`src/rtl/alu_operand_stage.sv`:
```
// ID/EX operand-select register: resolves EX/WB forwarding, muxes A/B, valid/ready handshake with flush.
// Optional ALU_OP_CHECK_EN: illegal alu_op codes are replaced by ADD and flagged on err_illegal_op.
module alu_operand_stage #(
  parameter int XLEN       = 32,
  parameter int REG_ADDR_W = 5
) (
  input  logic                  clk,
  input  logic                  rst,
  input  logic                  in_valid,
  output logic                  in_ready,
  input  logic [REG_ADDR_W-1:0] in_rs1_addr,
  input  logic [REG_ADDR_W-1:0] in_rs2_addr,
  input  logic [XLEN-1:0]       in_rs1_data,
  input  logic [XLEN-1:0]       in_rs2_data,
  input  logic [XLEN-1:0]       in_pc,
  input  logic [XLEN-1:0]       in_imm,
  input  logic                  in_a_sel,
  input  logic                  in_b_sel,
  input  logic [3:0]            in_alu_op,
  input  logic [REG_ADDR_W-1:0] in_rd_addr,
  input  logic                  in_rd_we,
  input  logic                  fwd_ex_we,
  input  logic [REG_ADDR_W-1:0] fwd_ex_rd,
  input  logic [XLEN-1:0]       fwd_ex_data,
  input  logic                  fwd_wb_we,
  input  logic [REG_ADDR_W-1:0] fwd_wb_rd,
  input  logic [XLEN-1:0]       fwd_wb_data,
  input  logic                  flush,
  output logic                  out_valid,
  input  logic                  out_ready,
  output logic [XLEN-1:0]       alu_a,
  output logic [XLEN-1:0]       alu_b,
  output logic [3:0]            alu_op,
  output logic [XLEN-1:0]       out_rs2_val,
  output logic [REG_ADDR_W-1:0] out_rd_addr,
  output logic                  out_rd_we
`ifdef ALU_OP_CHECK_EN
  ,
  output logic                  err_illegal_op
`endif
);

  localparam logic [3:0] OP_MAX = 4'b1010;

  logic                  r_valid;
  logic [XLEN-1:0]       r_alu_a;
  logic [XLEN-1:0]       r_alu_b;
  logic [3:0]            r_alu_op;
  logic [XLEN-1:0]       r_rs2_val;
  logic [REG_ADDR_W-1:0] r_rd_addr;
  logic                  r_rd_we;

  logic                  w_capture;
  logic [XLEN-1:0]       w_rs1_fwd;
  logic [XLEN-1:0]       w_rs2_fwd;
  logic [3:0]            w_alu_op;

  // EX beats WB beats regfile; x0 is hard-wired and never forwarded.
  function automatic logic [XLEN-1:0] resolve_fwd(
    input logic [REG_ADDR_W-1:0] rs,
    input logic [XLEN-1:0]       rf_data,
    input logic                  ex_we,
    input logic [REG_ADDR_W-1:0] ex_rd,
    input logic [XLEN-1:0]       ex_data,
    input logic                  wb_we,
    input logic [REG_ADDR_W-1:0] wb_rd,
    input logic [XLEN-1:0]       wb_data
  );
    logic [XLEN-1:0] v;
    v = rf_data;
    if (rs != '0) begin
      if (ex_we && (ex_rd == rs))      v = ex_data;
      else if (wb_we && (wb_rd == rs)) v = wb_data;
    end
    return v;
  endfunction

  function automatic logic [3:0] sanitize_op(input logic [3:0] op);
`ifdef ALU_OP_CHECK_EN
    return (op > OP_MAX) ? 4'b0000 : op;
`else
    return op;
`endif
  endfunction

  assign in_ready  = !r_valid || out_ready;
  assign w_capture = in_valid && in_ready && !flush;

  assign w_rs1_fwd = resolve_fwd(in_rs1_addr, in_rs1_data, fwd_ex_we, fwd_ex_rd, fwd_ex_data,
                                 fwd_wb_we, fwd_wb_rd, fwd_wb_data);
  assign w_rs2_fwd = resolve_fwd(in_rs2_addr, in_rs2_data, fwd_ex_we, fwd_ex_rd, fwd_ex_data,
                                 fwd_wb_we, fwd_wb_rd, fwd_wb_data);
  assign w_alu_op  = sanitize_op(in_alu_op);

  // ID/EX register boundary
  always_ff @(posedge clk or posedge rst) begin
    if (rst) begin
      r_valid   <= 1'b0;
      r_alu_a   <= '0;
      r_alu_b   <= '0;
      r_alu_op  <= '0;
      r_rs2_val <= '0;
      r_rd_addr <= '0;
      r_rd_we   <= 1'b0;
    end else begin
      if (flush)          r_valid <= 1'b0;
      else if (w_capture) r_valid <= 1'b1;
      else if (out_ready) r_valid <= 1'b0;

      if (w_capture) begin
        r_alu_a   <= in_a_sel ? in_pc  : w_rs1_fwd;
        r_alu_b   <= in_b_sel ? in_imm : w_rs2_fwd;
        r_alu_op  <= w_alu_op;
        r_rs2_val <= w_rs2_fwd;
        r_rd_addr <= in_rd_addr;
        r_rd_we   <= in_rd_we && (in_rd_addr != '0);
      end
    end
  end

`ifdef ALU_OP_CHECK_EN
  logic r_err;

  // Sticky until reset so software can observe any illegal op seen since boot.
  always_ff @(posedge clk or posedge rst) begin
    if (rst)                                r_err <= 1'b0;
    else if (w_capture && in_alu_op > OP_MAX) r_err <= 1'b1;
  end

  assign err_illegal_op = r_err;
`endif

  assign out_valid   = r_valid;
  assign alu_a       = r_alu_a;
  assign alu_b       = r_alu_b;
  assign alu_op      = r_alu_op;
  assign out_rs2_val = r_rs2_val;
  assign out_rd_addr = r_rd_addr;
  assign out_rd_we   = r_rd_we && r_valid;

endmodule

```
`config.mk`:
```
export PLATFORM = sky130hd
export DESIGN_NAME = alu_operand_stage
export DESIGN_NICKNAME = d
export VERILOG_FILES = /design/src/rtl/alu_operand_stage.sv
export SDC_FILE = /design/constraint.sdc
export NUM_CORES = 1
export LEC_CHECK = 0
export BUFFER_PORTS_ARGS = -buffer_cell sky130_fd_sc_hd__buf_2
export CAP_MARGIN = 10
export CORE_AREA = 2 2 130 132
export CTS_CLUSTER_SIZE = 25
export DETAILED_ROUTE_END_ITERATION = 6
export DIE_AREA = 0 0 132 134
export HOLD_SLACK_MARGIN = 0.02
export PLACE_DENSITY = 0.73
export SLEW_MARGIN = 5
export SYNTH_ARGS = -nofsm -noshare
export SYNTH_HDL_FRONTEND = slang
export SYNTH_SLANG_ARGS = --single-unit
```
`constraint.sdc`:
```
create_clock -name clk -period 3.9 [get_ports clk]
set_input_delay 0.585 -clock clk [delete_from_list [all_inputs] [get_ports clk]]
set_output_delay 0.585 -clock clk [all_outputs]
set_load 0.01 [all_outputs]
```
==> summary.txt <==
Power
  – Peak supply drop: 210 µV
  – Leakage: between 0.004 and 0.005 µW
  – Pwr per Cell Area: approximately 380 nW/µm²

STA
  – Setup violations, final: 0
  – Setup TNS: 0 ns
  – Slew Limit Headroom: 0.317
  – Tightest Pin Transition: 1.02 ns
  – Max Slew Vio Count: 0
  – Final hold violation count: 0
  – RSZ-0062 raised after global routing: no
  – Highest clock rate: slightly below 0.4 GHz
  – Tcrit/Tclk final: 0.651
  – Tmin final: between 2 and 3 ns
  – Setup Skew: between 0.006 and 0.007 ns

Routing
  – Drc violations: 0
  – ANT nets after route: 0
  – Via Count: 7464
  – Wire length per cell: about 19 µm
  – DR vias/cell: between 5 and 6
  – Initial drt markers: between 600 and 700
  – TritonRoute pass-1 iters: 5
  – Post-Route WL: approximately 25 mm

Synth
  – Register area share after synthesis: 0.407
  – Ys async rst share: 1.00
  – Synthesized flop and latch total: approximately 110
  – Syn Area/Cell: around 8.2 µm²
  – Post-synthesis adder-cell area fraction: 0
  – Simple-Gate Fraction of Synth Area: 0.247
  – Synth area leaders: dfrtp_1, nand2_1, o21ai_0
  – Post-Synth XOR/XNOR Area: 0.0266
  – Main combinational cell family by area after synthesis: compound AO/OA/AOI/OAI gates
  – Area fraction of the dominant cell type after synthesis: 0.407
  – Largest area contributor in the netlist: dfrtp_1
  – Number of enable flip-flop cells after synthesis: 0
  – Ys Warns: 0
  – Cell variety after synth: 39
  – Cell area after synthesis: about 6600 µm²
  – Compound-Gate Fraction of Synth Area: 0.260
  – Top_reg_cell synth: dfrtp_1
  – Syn_nets: between 1k and 1.5k
  – Post-Synthesis Cells: 806
  – Post-synthesis mux area share: 0.00152

Floorplan
  – Core area: around 16000 µm²
  – Chip width: 132 µm
  – I/O pin total: 339
  – Row Count: 47
  – Die footprint: about 18000 µm²
  – Die Span Y: between 100 and 150 µm
  – Starting density of the core: 0.404

Final layout
  – Area grow syn2layout: 31.9%
  – Share of post-route cells with drive strength above 1: 0.379
  – Nets@finish: between 1k and 1.5k
  – Most frequent cells in the layout: buf_2, nand2_1, dfrtp_1
  – Leading cell type in the layout, fill and taps excluded: buf_2
  – Cell area after layout: 8670 µm²
  – Fin cells: 1324

Clock tree
  – Max Buffers Root-to-Sink: 2
  – CTS H-Tree Depth: 3
  – Setup Buffers After CTS: 0
  – Post-CTS Hold Fix Bufs: 0
  – # clock sinks: 107
  – CTS root buffer: clkbuf_16
  – TritonCTS clock tree: yes
  – Clock slew at reported path FFs: about 0.08 ns
  – Gates resized, CTS repair: 0
  – CTS Buf Count: 9
  – Insertion delay to the later sink of the worst-skew pair: 0.36 ns

Critical path
  – WP data required: ~4.1 ns
  – Crit path max fanout: 34
  – Crit-path cells: buf_2 > xor2_1 > nor4_1 > nand3_2 > buf_4 > or2_2 > a21oi_1 > o21ai_0
  – Worst Setup End Kind: flip-flop
  – FF-to-FF path depth: 7
  – Arr. time, crit path: ~2.8 ns
  – Startpoint types: primary input
  – Critical path class: in2reg
  – Critical-path top delay cell: nand3_2
  – Max incr delay on CP: just under 0.6 ns

Min path
  – Hold crit path type: in2reg
  – Worst Hold Path Cells: 3

Global route
  – Largest net degree at the start of global routing: 84
  – GR Overflow Total: 0
  – Antenna violations before repair: 5
  – First-pass GRT wire length: slightly below 40 mm
  – Number of global-route vias before repair: 6963
  – Total track usage: 0.281

Placed design
  – Placed cells: about 1.3k
  – GPL Wtd Cong: just over 0.9
  – Detail Placement HPWL: about 19 mm
  – Port Buffers: about 340
  – DP Area: approximately 8400 µm²

Flow run
  – Max Cap Violations: 0

Outcome
  – Run status: finished clean
[registers in the layout (all words and copies together), names as in the netlist]
name         count
alu_a           32
alu_b           32
out_rs2_val     32
out_rd_addr      5
alu_op           4
out_valid        1
r_rd_we          1
[critical path, delay by kind of cell]
kind	cells	cell delay, ns
compound gates	2	0.20
buf+inv	2	0.59
xor+xnor	1	0.15
simple gates	3	1.22
[path summary, 6_finish.rpt]
| path | end | slack [ns] | start |
|---|---|---|---|
| max reg2reg | alu_b[17] | 1.42 | out_valid |
| max in group asynchronous | out_rd_addr[4] | 2.59 | rst |
| max | alu_a[31] | 1.36 | fwd_ex_rd[1] |
| min | alu_op[1] | 0.41 | in_alu_op[1] |
| min in group asynchronous | alu_a[8] | 0.47 | rst |
| min reg2reg | out_rs2_val[15] | 0.48 | out_rs2_val[15] |
[layout make-up]
class                   count  area (µm²)
fillers                  1583        7610
multi-input cells         618        3540
well taps                 220         275
inverters                   4        17.5
diodes                      5        12.5
clock buffers              10         239
repair buffers            354        1840
flip-flops and latches    107        2680
clock inverters             6        72.6
[power breakdown]
part | total, µW | switching (µW) | internal (µW)
Clock | 985 | 459 | 525
Sequential | 1390 | 99.2 | 1290
Combinational | 879 | 500 | 379
Total | 3260 | 1060 | 2200
[per-stage QoR]
| stage | hold WS, ns | utilization | power (µW) | setup slack, ns |
|---|---|---|---|---|
| 2_1_floorplan | 0.442 | - | 1840 | 0.498 |
| 3_3_place_gp | 0.457 | 0.513 | 2280 | 1.02 |
| 3_5_place_dp | 0.462 | 0.513 | 2290 | 1.02 |
| 4_1_cts | 0.397 | 0.532 | 3280 | 1.38 |
| 5_1_grt | 0.420 | 0.533 | 3430 | 1.16 |
| 6_report | 0.410 | 0.533 | 3260 | 1.36 |
[Yosys cell counts, types with 2 or more instances]
library cell and n:
buf_4 5, or2_2 34, or4_1 2, inv_1 3
nand2_1 181, xor2_1 12, a31oi_1 29, clkbuf_1 57
nand3b_1 32, buf_2 8, dfrtp_1 107, o32a_1 32
o21ai_0 92, a31o_2 2, o211ai_1 33, a21oi_1 7
a31o_1 27, nor2_1 6, buf_6 6, o21ai_1 36
nand3_1 66, nor4_1 2, xnor2_1 8, and3_1 3
and2_1 2
[per-layer routing]
layer | vias up | track usage | wire, µm
met1 | 3530 | 0.388 | 10900
met4 | 0 | 0.111 | 752
met5 | - | 0 | 0
met3 | 52 | 0.0574 | 2180
li1 | 3479 | - | -
met2 | 403 | 0.435 | 11600
[cell families after synthesis]
group                     count (synthesis)
muxes                                     1
and+or+nand+nor                         336
xor gates and xnor gates                 20
DFF                                     107
buffers and inverters                    81
AOI/OAI and AO/OA                       261
(Power assumes the default switching activity.)
